===== src/rtl/jt900h_pkg.sv =====
// Shared definitions for the TLCS-900H bus controller: FSM encoding,
// parameter defaults and the byte-lane merge used by the write-through path.
package jt900h_pkg;

    typedef enum logic {
        IDLE   = 1'b0,
        ACCESS = 1'b1
    } state_t;

    localparam logic [7:0]  TOUT_DEF    = 8'd255;
    localparam logic [15:0] ERRDATA_DEF = 16'hFFFF;

    function automatic logic [15:0] lane_merge(
        input logic [15:0] old,
        input logic [15:0] wdata,
        input logic [1:0]  we
    );
        return {we[1] ? wdata[15:8] : old[15:8],
                we[0] ? wdata[7:0]  : old[7:0]};
    endfunction

endpackage


===== src/rtl/jt900h_bus_tout.sv =====
// Bus watchdog: counts cen-qualified ACCESS cycles and flags the one in
// which the TOUT-th cycle elapses without the counter having been cleared.
module jt900h_bus_tout #(
    parameter logic [7:0] TOUT = 8'd255
) (
    input  logic clk,
    input  logic rst_n,
    input  logic clr,
    input  logic count,
    output logic expire
);

    logic [7:0] cnt;

    // expire fires during the cycle that would bring the count up to TOUT
    assign expire = count && (cnt == TOUT - 8'd1);

    always_ff @(posedge clk or negedge rst_n) begin
        if (!rst_n)
            cnt <= 8'd0;
        else if (clr)
            cnt <= 8'd0;
        else if (count && !expire)
            cnt <= cnt + 8'd1;
    end

endmodule


===== src/rtl/jt900h_busctl.sv =====
// CPU-side bus controller: one-word read buffer with write-through merge,
// single outstanding external access, CPU stall via gated cen and a watchdog.
module jt900h_busctl
    import jt900h_pkg::*;
#(
    parameter logic [7:0]  TOUT    = TOUT_DEF,
    parameter logic [15:0] ERRDATA = ERRDATA_DEF
) (
    input  logic        clk,
    input  logic        rst_n,
    input  logic        cen,
    output logic        cpu_cen,
    input  logic [23:0] cpu_addr,
    input  logic [15:0] cpu_dout,
    input  logic [1:0]  cpu_we,
    output logic [15:0] cpu_din,
    output logic [22:0] bus_addr,
    output logic [15:0] bus_dout,
    output logic [1:0]  bus_we,
    output logic        bus_req,
    input  logic        bus_ack,
    input  logic [15:0] bus_din,
    input  logic        flush,
    input  logic        err_clr,
    output logic        bus_err
);

    state_t      state;
    logic [22:0] tag;
    logic        valid;
    logic [15:0] data;
    logic        wr_done;

    logic        hit;
    logic        start;
    logic        ack;
    logic        expire;
    logic        done;
    logic [15:0] rdata;

    assign hit     = (state == IDLE) && valid && (tag == cpu_addr[23:1]) && (cpu_we == 2'b00);
    assign cpu_cen = cen && (state == IDLE) && (hit || wr_done);
    assign cpu_din = data;

    // No new access while the CPU is still consuming a completed write
    assign start = cen && (state == IDLE) && !wr_done && ((cpu_we != 2'b00) || !hit);
    assign ack   = cen && (state == ACCESS) && bus_ack;
    assign done  = ack || expire;
    assign rdata = ack ? bus_din : ERRDATA;

    jt900h_bus_tout #(.TOUT(TOUT)) u_tout (
        .clk    (clk),
        .rst_n  (rst_n),
        .clr    (start),
        .count  (cen && (state == ACCESS)),
        .expire (expire)
    );

    always_ff @(posedge clk or negedge rst_n) begin
        if (!rst_n) begin
            state    <= IDLE;
            bus_req  <= 1'b0;
            bus_we   <= 2'b00;
            bus_addr <= 23'd0;
            bus_dout <= 16'd0;
            tag      <= 23'd0;
            valid    <= 1'b0;
            data     <= 16'd0;
            wr_done  <= 1'b0;
            bus_err  <= 1'b0;
        end else if (cen) begin
            if (flush)
                valid <= 1'b0;
            if (err_clr)
                bus_err <= 1'b0;
            if (expire && !bus_ack)
                bus_err <= 1'b1;

            case (state)
                IDLE: begin
                    if (wr_done) begin
                        wr_done <= 1'b0;
                    end else if (start) begin
                        bus_addr <= cpu_addr[23:1];
                        bus_we   <= cpu_we;
                        if (cpu_we != 2'b00)
                            bus_dout <= cpu_dout;
                        bus_req  <= 1'b1;
                        state    <= ACCESS;
                    end
                end
                ACCESS: begin
                    if (done) begin
                        bus_req <= 1'b0;
                        state   <= IDLE;
                        if (bus_we == 2'b00) begin
                            // fresh read data re-validates even against a same-cycle flush
                            data  <= rdata;
                            tag   <= bus_addr;
                            valid <= 1'b1;
                        end else begin
                            wr_done <= 1'b1;
                            if (valid && (tag == bus_addr))
                                data <= lane_merge(data, bus_dout, bus_we);
                        end
                    end
                end
                default: state <= IDLE;
            endcase
        end
    end

endmodule


===== config.mk =====
export PLATFORM = sky130hd
export DESIGN_NAME = jt900h_busctl
export DESIGN_NICKNAME = d
export VERILOG_FILES = /design/src/rtl/jt900h_pkg.sv /design/src/rtl/jt900h_bus_tout.sv /design/src/rtl/jt900h_busctl.sv
export SDC_FILE = /design/constraint.sdc
export NUM_CORES = 1
export LEC_CHECK = 0
export CAP_MARGIN = 20
export CORE_MARGIN = 5
export CORE_UTILIZATION = 52
export CTS_CLUSTER_DIAMETER = 100
export CTS_CLUSTER_SIZE = 16
export DETAILED_ROUTE_END_ITERATION = 12
export PLACE_DENSITY_LB_ADDON = 0.08
export SETUP_SLACK_MARGIN = 0.2
export SLEW_MARGIN = 20
export SYNTH_ARGS = -nofsm -noshare
export SYNTH_HDL_FRONTEND = slang
export SYNTH_HIERARCHICAL = 1
export SYNTH_SLANG_ARGS = --single-unit

===== constraint.sdc =====
create_clock -name clk -period 3.91 [get_ports clk]
set_input_delay 0.782 -clock clk [delete_from_list [all_inputs] [get_ports clk]]
set_output_delay 0.782 -clock clk [all_outputs]
set_load 0.03 [all_outputs]

Word-level counts from Yosys, hierarchy flattened. Index checks and enable logic that the tools add are counted.

Flip-flop bits (word level): 93. Logic and storage cells: 82. Output and inout port bits: 60. Input bits: 64.

$add $sub $neg: 1. Bitwise gates (word level): 2. Multiplexer cells: 24. Reductions and logical operators: 36. Eq/ne operators: 7.

Operators with widths (number): 2-to-1 mux 16 bit (3); == test 23 bit (2); 2-to-1 mux 8 bit (4); AND reduction 5 bit (3); 2-to-1 mux 1 bit (14); logical AND 1 bit (13); AND reduction 4 bit (3); nonzero test 2 bit (6); adder 8 x 1 -> 8 bit, second input constant (1); == test 8 bit, second input constant (1); != test 2 bit, second input constant (3); one-hot mux 1 bit (2 select lines) (3); logical NOT 1 bit (4); logical NOT 2 bit (2); logical OR 1 bit (3); AND reduction 3 bit (1); != test 2 x 1 -> 1 bit, second input constant (1); NOT 1 bit (2); AND reduction 2 bit (1).

Depth between registers and ports, before layout. Gate-level depths: netlist (run 1).

Word-level depth: 10. Gate-level depth with buffers: 9. Mapped depth without buffers: 9.

Hierarchy. The synthesis (run 1) kept the hierarchy.

By module, submodules not included: jt900h_busctl (times used 1, sequential area each 2127.0 µm², area each 4016.4 µm², cells an instance 295); jt900h_bus_tout (times used 1, sequential area each 200.2 µm², area each 506.7 µm², cells an instance 48).

Least setup slack after synthesis (run 1). No wires, ideal clock.

Kind: in2out. Start: input port cpu_addr[18]. End: output port cpu_cen. Slack: 1148 ps. Buffers on the path: 0. Cell stages on the path: 5. Arrival time: 1980 ps. Required time: 3128 ps. Path through: xnor2_1 nand4_1 nor4_4 a21oi_1 nor2b_1.

Cells in the longest elaborated chain, start to end: 5.

Ends and longest elaborated chain: from (decl) (RTL line jt900h_busctl.sv:13) `input logic [23:0] cpu_addr,`; == test 23 bit (RTL line jt900h_busctl.sv:41) `assign hit = (state == IDLE) && valid && (tag == cpu_addr[23:1]) && (cpu_we == 2'b00);`; logical AND 1 bit (2 in a row) (RTL line jt900h_busctl.sv:41); logical OR 1 bit (RTL line jt900h_busctl.sv:42) `assign cpu_cen = cen && (state == IDLE) && (hit || wr_done);`; logical AND 1 bit (RTL line jt900h_busctl.sv:42); to (decl) (RTL line jt900h_busctl.sv:12) `output logic cpu_cen,`.

No other way between the ends.

Final worst setup path (run 1). Same ends and word-level chain as after synthesis.

==> results.md, run 1 <==
* Outcome: finished clean
* Synthesized netlist net count at approximately 410
* Number of buffers created by CTS at 9
* Leading cell types by total area after synthesis: sky130_fd_sc_hd__dfrtp_1, sky130_fd_sc_hd__mux2_2, sky130_fd_sc_hd__xnor2_1
* Final Max Tran Viols at 0
* Fraction of layout instances using a drive strength above 1 at 20.9%
* Reg power frac at 35.8%
* R2R Path Start: u_tout/cnt[0]$_DFFE_PN0P_
* Setup TNS after final layout at 0 ns
* Critical-path cell list: clkdlybuf4s50_1 -> xnor2_1 -> nand4_1 -> nor4_4 -> a21oi_1 -> nor2b_1 -> dlygate4sd2_1
* TritonCTS clock tree: done
* Leading register cell type out of synthesis: sky130_fd_sc_hd__dfrtp_1
* Count of endpoints failing hold in the final timing report at 0
* Antenna Diode Count at 0
* Number of synthesized register bits at 93
* Timing-limited maximum frequency at approximately 0.28 GHz
* Slowest stage cell on the critical path: sky130_fd_sc_hd__clkdlybuf4s50_1
* Number of global-route vias before repair at 3271
* Number of antenna violations at the first check in global routing at 0
* Starting utilization of the core area at a little over half
* Data arrival time of the critical path at 2.74 ns
* Switching share of power at 40.3%
* Gate power share at 51.2%
* Cts-stage hold buffer count at 0
* Resize count post-CTS at 1
* Slowest cell delay on critical path at 0.45 ns
* Switching power summed over all nets at about 2.1 mW
* Synth area leader: sky130_fd_sc_hd__dfrtp_1
* Final Setup Violations at 0
* Initial DRC Count at a little over 90
* Number of enable flip-flop cells after synthesis at 0
* Total vias in the final route at 3124
* Buffering stage count on the worst path with inverters included at 2
* Share of the synthesized area in the top cell type at 51.5%
* Ys Warns at 6
* Worst Hold Class: in -> async
* Minimum clock period after layout at 3.52 ns
* Final core utilization at 70.5%
* DRT Pass-1 Iters at 6
* Sequential element share of the synthesized area at 51.5%
* Number of cell rows at 34
* Area of the mapped netlist at 0.00452 mm^2
* Flop2flop setup slack at 1.35 ns
* Portion of total power attributed to the clock network at 13.0%
* Syn Inst Count at 343
* Count of cell types in the netlist at 45
* Maximum number of pins on one net before global-route repair at 40
* Chip width at 103 um
* Input/output buffers at 122
* Critical Path Sink Type: primary output
* R2R depth at 9
* First-pass GRT wire length at about 16000 um
* Overall die area at 0.0107 mm^2
* Most common cell in the netlist: sky130_fd_sc_hd__dfrtp_1
* Per-cell via count in the routed design at 5.33
* Commonest cells in the synthesized netlist: sky130_fd_sc_hd__dfrtp_1, sky130_fd_sc_hd__mux2_2, sky130_fd_sc_hd__xnor2_1
* DRC violation count after routing at 0
* Peak supply drop at 0.539 mV
* Actual transition at the worst max-transition pin at 0.935 ns
* Fraction of synthesis flops using an asynchronous set or reset pin at 100%
* Critical path start-end classification: in -> out
* Placer Congestion at 0.783
* Avg Synthesized Cell Area at 13.2 um^2
* Relative slew margins at 37.5%
* Cell area power density at between 800 and 900 mW/mm^2
* Clk_skew at 0.0150 ns
* Unrepaired setup endpoints after global routing: no
* # H-tree levels at 3
* Max-cap viol count at 0
* Detail-routed net length per standard cell at 17.5 um
* Total wire length at slightly above 10000 um
* Top delay family on crit path: buffers and inverters
* Clock Root Buffer: sky130_fd_sc_hd__clkbuf_8
* Standby leakage power at approximately 2.6 nW
* Design internal power at roughly 3 mW
* Core Region at 0.00859 mm^2
* Top-level port count at 124
* Data required, critical path at between 3 and 4 ns
* Setup fix buffers added after clock tree synthesis at 0
* Maximum root-to-sink buffer count at 2
* Final nets at 539
* Share of the clock period used by the worst path at approximately nine tenths
* Global-route congestion overflow total at 0
* Total half-perimeter wirelength after legalization and detailed placement at about 7600 um
* Layout overhead on the synthesized area at 33.9%
* Destination of the worst register-to-register timing path: cpu_din[2]$_DFFE_PN0P_
* Clock latency on the worst-skew pair at 0.35 ns
* Overall fraction of global-route tracks in use at 19.8%
* DRT antenna net count at 0
* Number of clock sinks at 93
* Startpoint types: input pin
* Chip height at 103 um
* Clock input transition at the sequential cells of the worst setup and hold paths at 0.10 ns
* Max FO, Critical Path at 2
cell type report:
| type | instances | area (um^2) |
|---|---|---|
| timing repair buffer | 129 | 1270 |
| inverter | 19 | 71.3 |
| tap | 108 | 135 |
| multi-input combinational | 221 | 2040 |
| sequential | 93 | 2330 |
| clock buffer | 11 | 151 |
| fill | 645 | 2530 |
| clock inverter | 5 | 58.8 |
cells in the final DEF (no fill, tap or decap), types with 2 or more instances in the layout:
cell / count
sky130_fd_sc_hd__nor4_4: 2
sky130_fd_sc_hd__nand4_1: 14
sky130_fd_sc_hd__a311oi_1: 2
sky130_fd_sc_hd__clkbuf_8: 11
sky130_fd_sc_hd__nor3_1: 5
sky130_fd_sc_hd__nor2_1: 10
sky130_fd_sc_hd__buf_4: 8
sky130_fd_sc_hd__mux2i_1: 16
sky130_fd_sc_hd__nand2b_1: 2
sky130_fd_sc_hd__nand3_1: 3
sky130_fd_sc_hd__ha_1: 2
sky130_fd_sc_hd__mux2_2: 46
sky130_fd_sc_hd__a21oi_4: 3
sky130_fd_sc_hd__o22ai_1: 16
sky130_fd_sc_hd__inv_1: 19
sky130_fd_sc_hd__nor2b_1: 2
sky130_fd_sc_hd__mux2_4: 19
sky130_fd_sc_hd__dfrtp_1: 93
sky130_fd_sc_hd__and3_1: 3
sky130_fd_sc_hd__clkinvlp_4: 2
sky130_fd_sc_hd__nand2_1: 2
sky130_fd_sc_hd__xnor2_1: 46
sky130_fd_sc_hd__a21boi_0: 2
sky130_fd_sc_hd__clkdlybuf4s50_1: 120
sky130_fd_sc_hd__a21oi_1: 6
sky130_fd_sc_hd__a21o_1: 2
per-stage QoR:
step	hold slack, ns	area (um^2)	cells	setup WS, ns	power, mW
floorplan	0.464	4520	343	1.15	3.50
global placement	0.478	5850	570	0.121	4.46
detailed placement	0.479	5850	570	0.0925	4.51
CTS	0.394	6060	586	0.369	5.18
global route	0.414	6060	586	0.316	5.45
finish	0.378	6060	586	0.393	5.15
metal layers:
metal | vias to the layer above | track usage (%) | share of wire, %
met3 | 8 | 5.97 | 7.2
met4 | 0 | 4.78 | 0.90
met1 | 1543 | 27.5 | 45
met2 | 86 | 30.9 | 47
li1 | 1487 | - | -
met5 | - | 0 | 0
registers in the layout, summed over array words and instances, names as in the netlist:
| register | count |
|---|---|
| bus_addr | 23 |
| tag | 23 |
| bus_dout | 16 |
| cpu_din | 16 |
| u_tout/cnt | 8 |
| bus_we | 2 |
| bus_err | 1 |
| bus_req | 1 |
| state | 1 |
| valid | 1 |
| wr_done | 1 |
how the worst max path moves through the flow:
stage	depth (start not counted)	slack [ns]	startpoint	to
global placement	7	0.12	cpu_addr[18]	cpu_cen
detailed placement	7	0.09	cpu_addr[18]	cpu_cen
CTS	7	0.37	cpu_addr[18]	cpu_cen
global route	7	0.32	cpu_addr[3]	cpu_cen
finish	7	0.39	cpu_addr[18]	cpu_cen
floorplan	5	1.15	cpu_addr[18]	cpu_cen
kinds of logic (layout without fill, tap and decap cells):
family	count (synthesis)	count (layout)	synth area share, %
buf+inv	29	164	3.35
xor+xnor	46	46	8.91
mux	82	82	21.5
fa+ha+maj	2	2	0.553
flops	93	93	51.5
simple gates	52	52	7.55
compound gates	39	39	6.64
worst register-to-register path: cells and delay by family (launching register included):
kind / cells / cell delay (ns)
multiplexers: 1 / 0.26
flip-flops: 1 / 0.40
AO/OA/AOI/OAI: 2 / 0.70
AND/OR/NAND/NOR: 4 / 0.79
buffers and inverters: 1 / 0.07
adder cells (fa/ha/maj): 1 / 0.25
power by group through the flow:
stage / clock network, mW / registers, mW / logic, mW
after detailed placement: 0 / 1.86 / 2.65
after floorplan: 0 / 2.38 / 1.13
final: 0.669 / 1.84 / 2.64
after global routing: 0.722 / 1.91 / 2.81
after global placement: 0 / 1.83 / 2.62
after CTS: 0.678 / 1.84 / 2.67
No activity file was read; power rests on OpenSTA's default activity.
==> run 2, diff against run 1 <==
--- a/config.mk
+++ b/config.mk
@@ -5,6 +5,7 @@
 export SDC_FILE = /design/constraint.sdc
 export NUM_CORES = 1
 export LEC_CHECK = 0
+export ABC_CLOCK_PERIOD_IN_PS = 3910
 export CAP_MARGIN = 20
 export CORE_MARGIN = 5
 export CORE_UTILIZATION = 52
==> results of run 2 <==
The final DEF is identical to that of run 1; final timing and power are the same.
